===== src/rtl/regfile_read_arbiter.sv =====
// Round-robin arbiter sharing the single register-file read port among NREQ clients.
// Grant and read select are combinational; the response is registered one cycle later.
module regfile_read_arbiter #(
  parameter  int NREQ = 4,
  localparam int PW   = (NREQ > 1) ? $clog2(NREQ) : 1
) (
  input  logic              clock,
  input  logic              ctrl_reset,
  input  logic [NREQ-1:0]   req,
  input  logic [5*NREQ-1:0] req_addr,
  output logic [NREQ-1:0]   gnt,
  output logic [4:0]        rd_sel,
  input  logic [31:0]       rd_data,
  input  logic              ctrl_writeEnable,
  input  logic [4:0]        ctrl_writeReg,
  input  logic [31:0]       data_writeReg,
  output logic              resp_valid,
  output logic [PW-1:0]     resp_id,
  output logic [31:0]       resp_data
);

  logic [PW-1:0]   r_ptr;
  logic            r_resp_valid;
  logic [PW-1:0]   r_resp_id;
  logic [31:0]     r_resp_data;

  logic            w_any;
  logic [PW-1:0]   w_winner;
  logic [PW:0]     w_scan;
  logic [NREQ-1:0] w_gnt;
  logic [4:0]      w_rd_sel;
  logic [PW-1:0]   w_ptr_nxt;
  logic            w_fwd;
  logic [31:0]     w_data;

  // Scan from r_ptr upward, wrapping modulo NREQ; first pending request wins.
  always_comb begin
    w_any    = 1'b0;
    w_winner = '0;
    w_scan   = '0;
    w_gnt    = '0;
    for (int k = 0; k < NREQ; k++) begin
      w_scan = {1'b0, r_ptr} + (PW+1)'(k);
      if (w_scan >= (PW+1)'(NREQ)) begin
        w_scan = w_scan - (PW+1)'(NREQ);
      end
      if (!w_any && req[w_scan[PW-1:0]]) begin
        w_any    = 1'b1;
        w_winner = w_scan[PW-1:0];
      end
    end
    if (w_any) begin
      w_gnt[w_winner] = 1'b1;
    end
  end

  always_comb begin
    w_rd_sel = 5'd0;
    if (w_any) begin
      w_rd_sel = req_addr[5*w_winner +: 5];
    end
  end

  assign w_ptr_nxt = (w_winner == PW'(NREQ-1)) ? '0 : w_winner + PW'(1);

  // r0 is hardwired zero in the register file, so writes to it are never forwarded.
  assign w_fwd  = w_any && ctrl_writeEnable &&
                  (ctrl_writeReg == w_rd_sel) && (ctrl_writeReg != 5'd0);
  assign w_data = w_fwd ? data_writeReg : rd_data;

  always_ff @(posedge clock) begin
    if (ctrl_reset) begin
      r_ptr        <= '0;
      r_resp_valid <= 1'b0;
      r_resp_id    <= '0;
      r_resp_data  <= '0;
    end else if (w_any) begin
      r_ptr        <= w_ptr_nxt;
      r_resp_valid <= 1'b1;
      r_resp_id    <= w_winner;
      r_resp_data  <= w_data;
    end else begin
      r_resp_valid <= 1'b0;
    end
  end

  assign gnt        = w_gnt;
  assign rd_sel     = w_rd_sel;
  assign resp_valid = r_resp_valid;
  assign resp_id    = r_resp_id;
  assign resp_data  = r_resp_data;

endmodule

===== config.mk =====
export PLATFORM = sky130hd
export DESIGN_NAME = regfile_read_arbiter
export DESIGN_NICKNAME = d
export VERILOG_FILES = /design/src/rtl/regfile_read_arbiter.sv
export SDC_FILE = /design/constraint.sdc
export NUM_CORES = 1
export LEC_CHECK = 0
export BUFFER_PORTS_ARGS = -buffer_cell sky130_fd_sc_hd__buf_2
export CORE_UTILIZATION = 49
export CTS_CLUSTER_SIZE = 8
export DETAILED_ROUTE_END_ITERATION = 10
export HOLD_SLACK_MARGIN = 0.12
export MAX_ROUTING_LAYER = met4
export PLACE_DENSITY = 0.86
export SYNTH_ARGS = -nofsm -noshare
export SYNTH_HDL_FRONTEND = slang
export SYNTH_SLANG_ARGS = --single-unit

===== constraint.sdc =====
create_clock -name clock -period 9.1 [get_ports clock]
set_input_delay 2.275 -clock clock [delete_from_list [all_inputs] [get_ports clock]]
set_output_delay 2.275 -clock clock [all_outputs]
set_load 0.02 [all_outputs]

Yosys cells after proc, flatten, opt, wreduce, memory -nomap -nowiden:

Index checks and enable logic that the tools add are counted.

* add/subtract/negate cells: 8
* multiply operators: 1
* magnitude comparators: 10
* eq/ne operators: 2
* shifts and indexed selects: 1
* muxes and demuxes: 27
* reductions and logical operators: 11

Operators by type and width (count)
* 2-to-1 mux 32 bit: 1
* variable part select 20 x 6 -> 5 bit: 1
* 2-to-1 mux 2 bit: 9
* < comparator 2 x 3 -> 1 bit, second input constant: 5
* 2-to-1 mux 1 bit: 10
* >= comparator 3 bit, second input constant: 3
* binary-select mux 1 bit (select 2 bit): 4
* subtractor 2 x 1 -> 2 bit, second input constant: 4
* logical AND 1 bit: 7
* adder 2 x 2 -> 3 bit, second input constant: 2
* equality test 5 bit: 1
* multiplier 3 x 2 -> 5 bit, first input constant: 1
* 2-to-1 mux 5 bit: 1
* nonzero test 5 bit: 1
* 2-to-1 mux 4 bit: 1
* adder 2 x 1 -> 3 bit, second input constant: 1
* >= comparator 2 x 3 -> 1 bit, second input constant: 1
* logical NOT 1 bit: 3
* adder 2 x 1 -> 2 bit, second input constant: 1
* demux 1 bit (select 2 bit): 1
* equality test 2 bit, second input constant: 1
* >= comparator 2 x 1 -> 1 bit, second input constant: 1

* register bits: 37
* input bits: 96
* output and inout port bits: 44
* word-level logic and storage cells: 64

Depth between registers and ports, before layout:

Gate-level depths: netlist of the first run.

* depth in word-level cells: 21
* gate-level depth with buffers: 12
* depth with buffers taken out: 9

Worst setup path before layout of the first run:

OpenSTA, ideal clock, no wires.

* kind: input-to-output
* from: input req[2]
* to: output rd_sel[2]
* arrival time: 3.869 ns
* required time: 6.825 ns
* setup slack: 2.956 ns
* cell stages on the path: 7
* path buffers: 1
* cell sequence: nor2b_1 > a21boi_1 > o32ai_4 > inv_2 > clkbuf_1 > and3_1 > nor3_1

* longest elaborated chain between the ends: 15
* elaborated cells between the ends (all ways): 25
* those cells by class: mul: 1; shift: 1; mux: 17; reduce/logical: 6

RTL lines
* from (decl): RTL line 9 `input logic [NREQ-1:0] req,`
* binary-select mux 1 bit (select 2 bit): RTL line 47 `if (!w_any && req[w_scan[PW-1:0]]) begin`
* 2-to-1 mux 1 bit (implied by the code): RTL line 47
* 2-to-1 mux 1 bit: RTL line 47
* logical NOT 1 bit: RTL line 47
* logical AND 1 bit: RTL line 47
* 2-to-1 mux 1 bit: RTL line 47
* logical NOT 1 bit: RTL line 47
* logical AND 1 bit: RTL line 47
* 2-to-1 mux 1 bit: RTL line 47
* logical NOT 1 bit: RTL line 47
* logical AND 1 bit: RTL line 47
* 2-to-1 mux 2 bit *: RTL line 47
* via w_winner[1]: RTL line 28 `logic [PW-1:0] w_winner;`
* multiplier 3 x 2 -> 5 bit *: RTL line 60 `w_rd_sel = req_addr[5*w_winner +: 5];`
* variable part select 20 x 6 -> 5 bit *: RTL line 60
* 2-to-1 mux 5 bit *: RTL line 59 `if (w_any) begin`
* to (decl): RTL line 12 `output logic [4:0] rd_sel,`

Mark *: on every way through the listed nets, which the timed path passes. The rest lies on a longest branch. The select of a mux whose other input is x is not followed.

Worst setup path in the final report of the first run:

* from: input req[0]
* to: output rd_sel[4]

Same word-level chain as after synthesis.

==> metrics.txt, run 1 <==
outcome complete, no violations; wirelength, routed about 7600 um; Synth-to-Final Area Change 30.09%; Setup Fix Bufs, Post-CTS 0; antenna diode count 0; post_cts resized 0; maximum fanout along the worst path 9; startpoint types input port; Mapped Cells 330; net count after synthesis 430; Routed Antenna Nets 0; Netlist cell types 45; Setup violations, final 0; Leak Pwr ~1.5 nW; DR DRC count 0; Post-synth EDFFs 0; clk slew on worst S/H paths approximately 70 ps; Max Cap Viol 0; most frequent cells in the layout buf_2 (139), nor2_1 (71), nand3_1 (37), dfxtp_1 (37), a211oi_1 (35); min Tclk post-route roughly 6500 ps; total grt overflow 0; CP max-delay cell nor4_2; first-pass GRT wire length 11,420 um; layout cells sized above 1 41.87%; R2R setup slack ~5300 ps; GRT Resource Usage Total between 20% and 30%; RePlAce Congestion 1.028; final hold violations 0; final std cells w/o fill roughly 520; PD cells 165.6 mW/mm^2; number of synthesized register bits 37; Inst Count DP between 500 and 600; asr flop ratio synth 0%; CTS tree yes; Final #Nets between 500 and 600; fin crit share just over 70%; Hold Crit Class flip-flop to flip-flop; crit path DAT ~4300 ps; vias per cell 5.742; Worst VDD drop between 0.1 and 0.15 mV; Post-Route Setup TNS 0 ps; Worst slew margin between 30% and 40%; Pint roughly 0.36 mW; CP Data Required Time approximately 7000 ps; Slew Viols, Final 0; Clock Skew ~7.0 ps; post-synthesis sequential area ratio between 20 and 30%; Net Sw Frac 37.81%; CTS Buffer Depth 2; Clock Latency Late Sink 280 ps; First-pass DRT Iterations 4; Comb power frac 41.7%; vias after detailed routing between 2,000 and 3,000; Netlist Area Pre-Place between 0.002 and 0.003 mm^2; r2r startpoint r_ptr[1]; worst reg-to-reg path cell count 10; CP endpoint rd_sel[4]; Main synth FF type dfxtp_1; CP delay by family, top simple AND/OR/NAND/NOR gates; combinational family with the most area after synthesis simple AND/OR/NAND/NOR gates; post-synthesis adder-cell area fraction between 1.5 and 2%; H-tree Lvls 2; Worst setup startpoint req[0]; RSZ-0062 raised after global routing no; number of buffers created by CTS 5; actual slew at the worst max-slew pin 1034 ps; Initial Utilization 51.45%; Synth Area per Inst between 8 and 9 um^2; CTS Hold Bufs 0; sequential share of power 32.8%; number of global-route vias before repair ~2,600; 1st-iter DRT viols 147; initial antenna violation count 0; Worst Hold Slack 468.0 ps; IO Count 140; die width approximately 76 um; fmax about 150 MHz; slowest stage delay, CP ~600 ps; post-synthesis simple-gate area fraction 44.29%; mux share of post-synthesis cell area less than 1%; Cell Rows 26; Clk pwr share between 20 and 30%; Setup crit end kind output pin; Core ar. just over 0.005 mm^2; most common cell after layout, fill and taps aside buf_2; Synth Warn # 0; cell depth of the worst setup path 9; WS Path Type input port to output pin; Critical path buffers and inverters 3; critical-path cell list buf_2 > nor2b_4 > nor4_2 > nor2_1 > inv_1 > nor2_1 > a211oi_1 > a31oi_1 > buf_2; clock sinks 37; die height around 76 um; r2r endpoint resp_data[3]; Die Area about 0.0057 mm^2; post-detailed-route wirelength per cell 14.65 um; Detail Placement HPWL roughly 5400 um; root buffer cell clkbuf_8; Synth Area in Compound Gates 18.24%; port buffer count about 140; Net Switching around 0.22 mW; XOR/XNOR share of the synthesized area roughly 1.3%; largest net degree at the start of global routing 71
-- layout make-up --
| cell class | instances | area [um^2] |
|---|---|---|
| multi-input combinational | 258 | 1780 |
| inverter | 3 | 11.26 |
| fill | 472 | 1710 |
| sequential | 37 | 740.7 |
| clock inverter | 1 | 30.03 |
| tap | 70 | 87.58 |
| timing repair buffer | 143 | 725.7 |
| clock buffer | 7 | 86.33 |
-- Yosys cell counts (2+ instances only) --
library cell | n | area share, %
nand3_1 | 37 | 7.0
buf_6 | 3 | 1.3
xnor2_1 | 2 | 0.66
nor4b_1 | 4 | 1.3
ha_1 | 4 | 1.9
clkbuf_1 | 22 | 3.1
nor3_1 | 8 | 1.5
nor2_1 | 71 | 10
a21boi_0 | 2 | 0.56
a31oi_1 | 3 | 0.71
nand2_1 | 13 | 1.8
and3_1 | 2 | 0.47
nor4b_2 | 28 | 16
nor2b_1 | 5 | 1.2
a21oi_1 | 4 | 0.75
o21ai_0 | 9 | 1.7
or4_1 | 3 | 0.85
nor4_1 | 2 | 0.47
dfxtp_1 | 37 | 28
buf_2 | 6 | 1.1
and2_1 | 5 | 1.2
xor2_1 | 2 | 0.66
inv_1 | 2 | 0.28
a211oi_1 | 35 | 9.9
-- per-stage QoR --
| stage | setup slack (ps) | power, mW | cell area [um^2] | utilization [%] |
|---|---|---|---|---|
| detailed placement | 2607 | 0.4300 | 3346 | 64.68 |
| CTS | 2604 | 0.5762 | 3462 | 66.93 |
| global route | 2386 | 0.6099 | 3462 | 66.93 |
| finish | 2555 | 0.5733 | 3462 | 66.93 |
| global placement | 2676 | 0.4245 | 3346 | 64.68 |
| floorplan | 2956 | 0.3614 | 2661 | - |
-- how the worst min path moves through the flow --
| stage | cells past startpoint | endpoint | start | slack [ps] |
|---|---|---|---|---|
| after global placement | 2 | resp_id[1] | resp_id[1] | 450 |
| after floorplan | 2 | r_ptr[0] | r_ptr[0] | 510 |
| final | 2 | resp_id[1] | resp_id[1] | 470 |
| after CTS | 2 | resp_id[1] | resp_id[1] | 460 |
| after global routing | 2 | resp_id[1] | resp_id[1] | 500 |
| after detailed placement | 2 | resp_id[1] | resp_id[1] | 450 |
-- flip-flops by register name, summed over array words and instances, names as in the netlist --
register / count
r_ptr: 2
resp_valid: 1
resp_id: 2
resp_data: 32
-- worst min-delay path, cell delays in order (launching register included) --
cell and delay (ps):
dfxtp_1 320, nand2_1 50, a21oi_1 50
-- power by group through the flow --
stage / sequential, mW / combinational (mW) / clock [mW]
after floorplan: 0.208 / 0.154 / 0
after global placement: 0.191 / 0.234 / 0
after detailed placement: 0.191 / 0.239 / 0
after CTS: 0.188 / 0.239 / 0.149
after global routing: 0.190 / 0.261 / 0.159
final: 0.188 / 0.239 / 0.146
-- kinds of logic (layout without fill, tap and decap cells) --
logic type | after synthesis | in the layout
XOR/XNOR | 4 | 4
flip-flops | 37 | 37
adder cells (fa/ha/maj) | 4 | 4
buffers and inverters | 35 | 154
multiplexers | 1 | 1
AND/OR/NAND/NOR | 186 | 186
AO/OA/AOI/OAI | 63 | 63
-- layer usage --
layer  track usage (%)  wire (um)
met1             29.00       3134
met3             5.291        335
met2             47.92       3944
met5                 -          0
met4             9.259        187
No activity file was read; power rests on OpenSTA's default activity.
==> inputs of run 2 (changes only) <==
--- a/config.mk
+++ b/config.mk
@@ -6,12 +6,12 @@
 export NUM_CORES = 1
 export LEC_CHECK = 0
 export BUFFER_PORTS_ARGS = -buffer_cell sky130_fd_sc_hd__buf_2
-export CORE_UTILIZATION = 49
+export CORE_UTILIZATION = 46
 export CTS_CLUSTER_SIZE = 8
 export DETAILED_ROUTE_END_ITERATION = 10
 export HOLD_SLACK_MARGIN = 0.12
 export MAX_ROUTING_LAYER = met4
-export PLACE_DENSITY = 0.86
+export PLACE_DENSITY = 0.81
 export SYNTH_ARGS = -nofsm -noshare
 export SYNTH_HDL_FRONTEND = slang
 export SYNTH_SLANG_ARGS = --single-unit
==> constraint.sdc (replaced) <==
create_clock -name clock -period 6.6 [get_ports clock]
set_input_delay 1.65 -clock clock [delete_from_list [all_inputs] [get_ports clock]]
set_output_delay 1.65 -clock clock [all_outputs]
set_load 0.02 [all_outputs]
==> metrics.txt, run 2 (same netlist as run 1, synthesis figures left out) <==
RSZ-0062 raised after global routing no (unchanged); Clock Skew 6.869 ps (was 6.964 ps); number of buffers created by CTS 5 (unchanged); setup ws final 1411 ps (was 2555 ps); Routed Antenna Nets 0 (unchanged); actual slew at the worst max-slew pin 968.1 ps (was 1034 ps); final hold violations 0 (unchanged); Slew Viols, Final 0 (unchanged); outcome complete, no violations (unchanged); Setup violations, final 0 (unchanged); root buffer cell clkbuf_8 (unchanged); post-detailed-route wirelength per cell 14.37 um (was 14.65 um); fin crit share 78.63%; WS Path Type input port to output pin (unchanged); Initial Utilization 48.04% (was 51.45%); CP Data Required Time 4950 ps (was 6830 ps); RePlAce Congestion 0.9569 (was 1.028); Leak Pwr 1.563 nW (was 1.548 nW); r2r endpoint resp_data[1] (was resp_data[3]); antenna diode count 0 (unchanged); Place WS 1446 ps (was 2607 ps); R2R setup slack 3170 ps (was 5250 ps); Worst Hold Path EP resp_id[0] (was resp_id[1]); hold_sp resp_id[0] (was resp_id[1]); worst reg-to-reg path cell count 9 (was 10); initial antenna violation count 0 (unchanged); maximum fanout along the worst path 9 (unchanged); largest net degree at the start of global routing 69 (was 71); total grt overflow 0 (unchanged); Worst Hold Slack 473.2 ps (was 468.0 ps); Worst VDD drop 0.1330 mV (was 0.1240 mV); crit path DAT 3540 ps (was 4270 ps); Synth-to-Final Area Change 31.12% (was 30.09%); number of global-route vias before repair 2,657 (was 2,625); Finished Cell Area 0.003490 mm^2 (was 0.003462 mm^2); post_cts resized 0 (unchanged); Clock Latency Late Sink 280 ps (about the same); most frequent cells in the layout buf_2 (139), nor2_1 (71), nand3_1 (37), dfxtp_1 (37), a211oi_1 (35) (unchanged); CTS tree yes (unchanged); Setup crit end kind output pin (unchanged); fmax about 190 MHz; vias per cell 5.709 (was 5.742); die width 78.06 um (was 75.70 um); Inst Count DP 514 (was 511); max reg flops 32 (unchanged); die height 78.06 um (was 75.70 um); Placed Area 0.003356 mm^2 (was 0.003346 mm^2); vias after detailed routing 2,980 (unchanged); First-pass DRT Iterations 7 (was 4); Max Cap Viol 0 (unchanged); CTS Hold Bufs 0 (unchanged); Cell Rows 27 (was 26); port buffer count 139 (unchanged); H-tree Lvls 2 (unchanged); Overall Power 0.8213 mW (was 0.5733 mW); first-pass GRT wire length 11,740 um (was 11,420 um); Core ar. 0.005540 mm^2 (was 0.005172 mm^2); startpoint types input port (unchanged); Worst slew margin 35.46% (was 31.04%); Worst Hold Depth 2 (unchanged); critical-path cell list buf_2 > nor2b_1 > a211oi_2 > nor2_1 > inv_1 > nor2_1 > a211oi_1 > a31oi_1 > buf_2 (was buf_2 > nor2b_4 > nor4_2 > nor2_1 > inv_1 > nor2_1 > a211oi_1 > a31oi_1 > buf_2); Core Util, Final 62.99% (was 66.93%); Setup Fix Bufs, Post-CTS 0 (unchanged); Final #Nets 549 (was 548); CP max-delay cell a211oi_2 (was nor4_2); IO Count 140 (unchanged); r2r startpoint r_ptr[1] (unchanged); wirelength, routed 7499 um (was 7603 um); GRT Resource Usage Total 24.16% (was 26.58%); Detail Placement HPWL 5271 um (was 5431 um); final std cells w/o fill 522 (was 519); min Tclk post-route 5189 ps; Hold Crit Class flip-flop to flip-flop (unchanged); Post-Route Setup TNS 0 ps (unchanged); clock sinks 37 (unchanged); PD cells 235.4 mW/mm^2 (was 165.6 mW/mm^2); clk slew on worst S/H paths 70 ps (about the same); layout cells sized above 1 42.22% (was 41.87%); Die Area 0.006093 mm^2 (was 0.005730 mm^2); most common cell after layout, fill and taps aside buf_2 (unchanged); CTS Buffer Depth 2 (unchanged); DR DRC count 0 (unchanged); 1st-iter DRT viols 171 (was 147); slowest stage delay, CP 520 ps (was 600 ps)
-- run 2: how the worst max path moves through the flow --
stage	startpoint	endpoint	depth (start not counted)
floorplan	req[2]	rd_sel[2]	7
global placement	req[2]	rd_sel[4]	9
detailed placement	req[2]	rd_sel[4]	9
CTS	req[2]	rd_sel[4]	9
global route	req[2]	rd_sel[4]	9
finish	req[2]	rd_sel[4]	9
-- run 2: layout make-up --
cell class / count / area (um^2)
Fill cell: 500 / 2051
Inverter: 3 / 11.26
Multi-Input combinational cell: 258 / 1780
Sequential cell: 37 / 740.7
Tap cell: 72 / 90.09
Clock inverter: 3 / 65.06
Timing Repair Buffer: 144 / 733.2
Clock buffer: 5 / 68.82
-- run 2: layer usage --
metal  track usage, %  wire length [um]  vias up
li1                 -                 -     1443
met1            29.37              3150     1395
met2            38.60              3656      116
met3            4.302               440       26
met4            11.85               251        0
met5                -                 0        -
-- run 2: critical path: cells and delay by family --
family | cells | cell delay (ps)
AOI/OAI and AO/OA | 3 | 800
buffers and inverters | 3 | 550
and+or+nand+nor | 3 | 520
-- run 2: where the power goes --
part,leakage (nW),switching (mW),internal (mW)
Combinational,1.19,0.208,0.124
Sequential,0.309,0.0140,0.245
Clock,0.0681,0.0798,0.150
Total,1.56,0.302,0.519
==> inputs of run 3 (changes only) <==
--- a/config.mk
+++ b/config.mk
@@ -6,12 +6,12 @@
 export NUM_CORES = 1
 export LEC_CHECK = 0
 export BUFFER_PORTS_ARGS = -buffer_cell sky130_fd_sc_hd__buf_2
-export CORE_UTILIZATION = 46
+export CORE_UTILIZATION = 41
 export CTS_CLUSTER_SIZE = 8
 export DETAILED_ROUTE_END_ITERATION = 10
 export HOLD_SLACK_MARGIN = 0.12
 export MAX_ROUTING_LAYER = met4
-export PLACE_DENSITY = 0.81
+export PLACE_DENSITY = 0.77
 export SYNTH_ARGS = -nofsm -noshare
 export SYNTH_HDL_FRONTEND = slang
 export SYNTH_SLANG_ARGS = --single-unit
==> constraint.sdc (replaced) <==
create_clock -name clock -period 4.5 [get_ports clock]
set_input_delay 1.125 -clock clock [delete_from_list [all_inputs] [get_ports clock]]
set_output_delay 1.125 -clock clock [all_outputs]
set_load 0.02 [all_outputs]
==> metrics.txt, run 3 (same netlist as run 1, synthesis figures left out) <==
outcome complete, no violations (unchanged); r2r startpoint r_ptr[1] (unchanged); maximum fanout along the worst path 9 (unchanged); CTS Buffer Depth 2 (unchanged); PD cells 335.6 mW/mm^2 (was 235.4 mW/mm^2); Cell Rows 28 (was 27); number of global-route vias before repair 2,503 (was 2,657); CTS tree yes (unchanged); vias per cell 5.503 (was 5.709); Initial Utilization 43.66% (was 48.04%); CTS Hold Bufs 0 (unchanged); first-pass GRT wire length 11,370 um (was 11,740 um); clock sinks 37 (unchanged); Post-Route Setup TNS 0 ps (unchanged); Leak Pwr 1.560 nW (was 1.563 nW); Core ar. 0.006096 mm^2 (was 0.005540 mm^2); R2R setup slack 1330 ps (was 3170 ps); Clock Skew 7.978 ps (was 6.869 ps); WS Path Type input port to output pin (unchanged); Slew Viols, Final 0 (unchanged); RePlAce Congestion 0.9364 (was 0.9569); antenna diode count 0 (unchanged); Worst VDD drop 0.1708 mV (was 0.1330 mV); Die Area 0.006817 mm^2 (was 0.006093 mm^2); vias after detailed routing 2,889 (was 2,980); Synth-to-Final Area Change 31.55% (was 31.12%); startpoint types input port (unchanged); largest net degree at the start of global routing 69 (unchanged); Clock Latency Late Sink 290 ps (was 280 ps); Worst slew margin 35.39% (was 35.46%); most common cell after layout, fill and taps aside buf_2 (unchanged); IO Count 140 (unchanged); GRT Resource Usage Total 21.98% (was 24.16%); wirelength, routed 7466 um (was 7499 um); Finished Cell Area 0.003501 mm^2 (was 0.003490 mm^2); storage element area 740.7 um^2 (unchanged); die height 82.57 um (was 78.06 um); clk slew on worst S/H paths 70 ps (about the same); combined area of the multi-input logic cells 0.001780 mm^2 (unchanged); actual slew at the worst max-slew pin 969.1 ps (was 968.1 ps); crit path DAT 3090 ps (was 3540 ps); Placed Area 0.003385 mm^2 (was 0.003356 mm^2); Inst Count DP 517 (was 514); r2r endpoint resp_data[2] (was resp_data[1]); post_cts resized 0 (unchanged); RSZ-0062 raised after global routing no (unchanged); fmax roughly 240 MHz; Setup crit end kind output pin (unchanged); max reg flops 32 (unchanged); hold_sp resp_id[1] (was resp_id[0]); filler instances 566 (was 500); die width 82.57 um (was 78.06 um); number of buffers created by CTS 5 (unchanged); initial antenna violation count 0 (unchanged); most frequent cells in the layout buf_2 (139), nor2_1 (71), nand3_1 (37), dfxtp_1 (37), a211oi_1 (35) (unchanged); root buffer cell clkbuf_8 (unchanged); Hold Crit Class flip-flop to flip-flop (unchanged); final std cells w/o fill 525 (was 522); Overall Power 1.175 mW (was 0.8213 mW); min Tclk post-route around 4200 ps; layout cells sized above 1 42.00% (was 42.22%); Setup Fix Bufs, Post-CTS 0 (unchanged); Worst Hold Path EP resp_id[1] (was resp_id[0]); post-detailed-route wirelength per cell 14.22 um (was 14.37 um); Core Util, Final 57.43% (was 62.99%); Max Cap Viol 0 (unchanged); Final #Nets 549 (unchanged); H-tree Lvls 2 (unchanged); 1st-iter DRT viols 184 (was 171); First-pass DRT Iterations 5 (was 7); Routed Antenna Nets 0 (unchanged); Setup violations, final 0 (unchanged); Worst Hold Depth 2 (unchanged); fin crit share between 90% and 100%; final hold violations 0 (unchanged); total grt overflow 0 (unchanged); port buffer count 139 (unchanged); worst reg-to-reg path cell count 10 (was 9); Detail Placement HPWL 5227 um (was 5271 um); CP Data Required Time 3380 ps (was 4950 ps); DR DRC count 0 (unchanged)
-- run 3: worst max-delay path, cell delays in order --
cell and delay, ps:
buf_2 130, nor2b_1 190, a211oi_2 560, nor2_1 270
inv_1 270, nor2_1 80, a211oi_1 230, a31oi_1 60
buf_2 170
-- run 3: worst max-delay path by stage --
stage                 from        end  cells after the start
floorplan           req[2]  rd_sel[2]                      7
global placement    req[2]  rd_sel[4]                      9
detailed placement  req[2]  rd_sel[4]                      9
CTS                 req[2]  rd_sel[4]                      9
global route        req[2]  rd_sel[4]                      9
finish              req[2]  rd_sel[4]                      9
-- run 3: power breakdown --
part | internal, mW | switching, mW | leakage [nW] | total, mW
combinational | 0.192 | 0.304 | 1.19 | 0.496
sequential | 0.360 | 0.0211 | 0.309 | 0.381
clock | 0.181 | 0.117 | 0.0585 | 0.298
-- run 3: layout make-up --
cell class	count	share of cell area [%]
multi-input cells	258	50.86
repair buffers	144	21.66
clock buffers	7	2.466
inverters	3	0.3217
clock inverters	1	0.8578
flip-flops and latches	37	21.16
well taps	75	2.680
-- run 3: per-layer routing --
layer	vias to the layer above	GRT usage [%]	wire, um
met4	0	6.897	169
met2	112	36.53	3668
met1	1318	26.98	3204
met5	-	-	0
li1	1442	-	-
met3	17	3.956	424
-- run 3: metrics by stage --
step	hold slack, ps	worst slack (ps)
finish	454.6	282.6
CTS	461.7	338.3
global placement	450.1	356.0
global route	476.0	140.1
floorplan	513.2	655.8
detailed placement	451.7	347.4
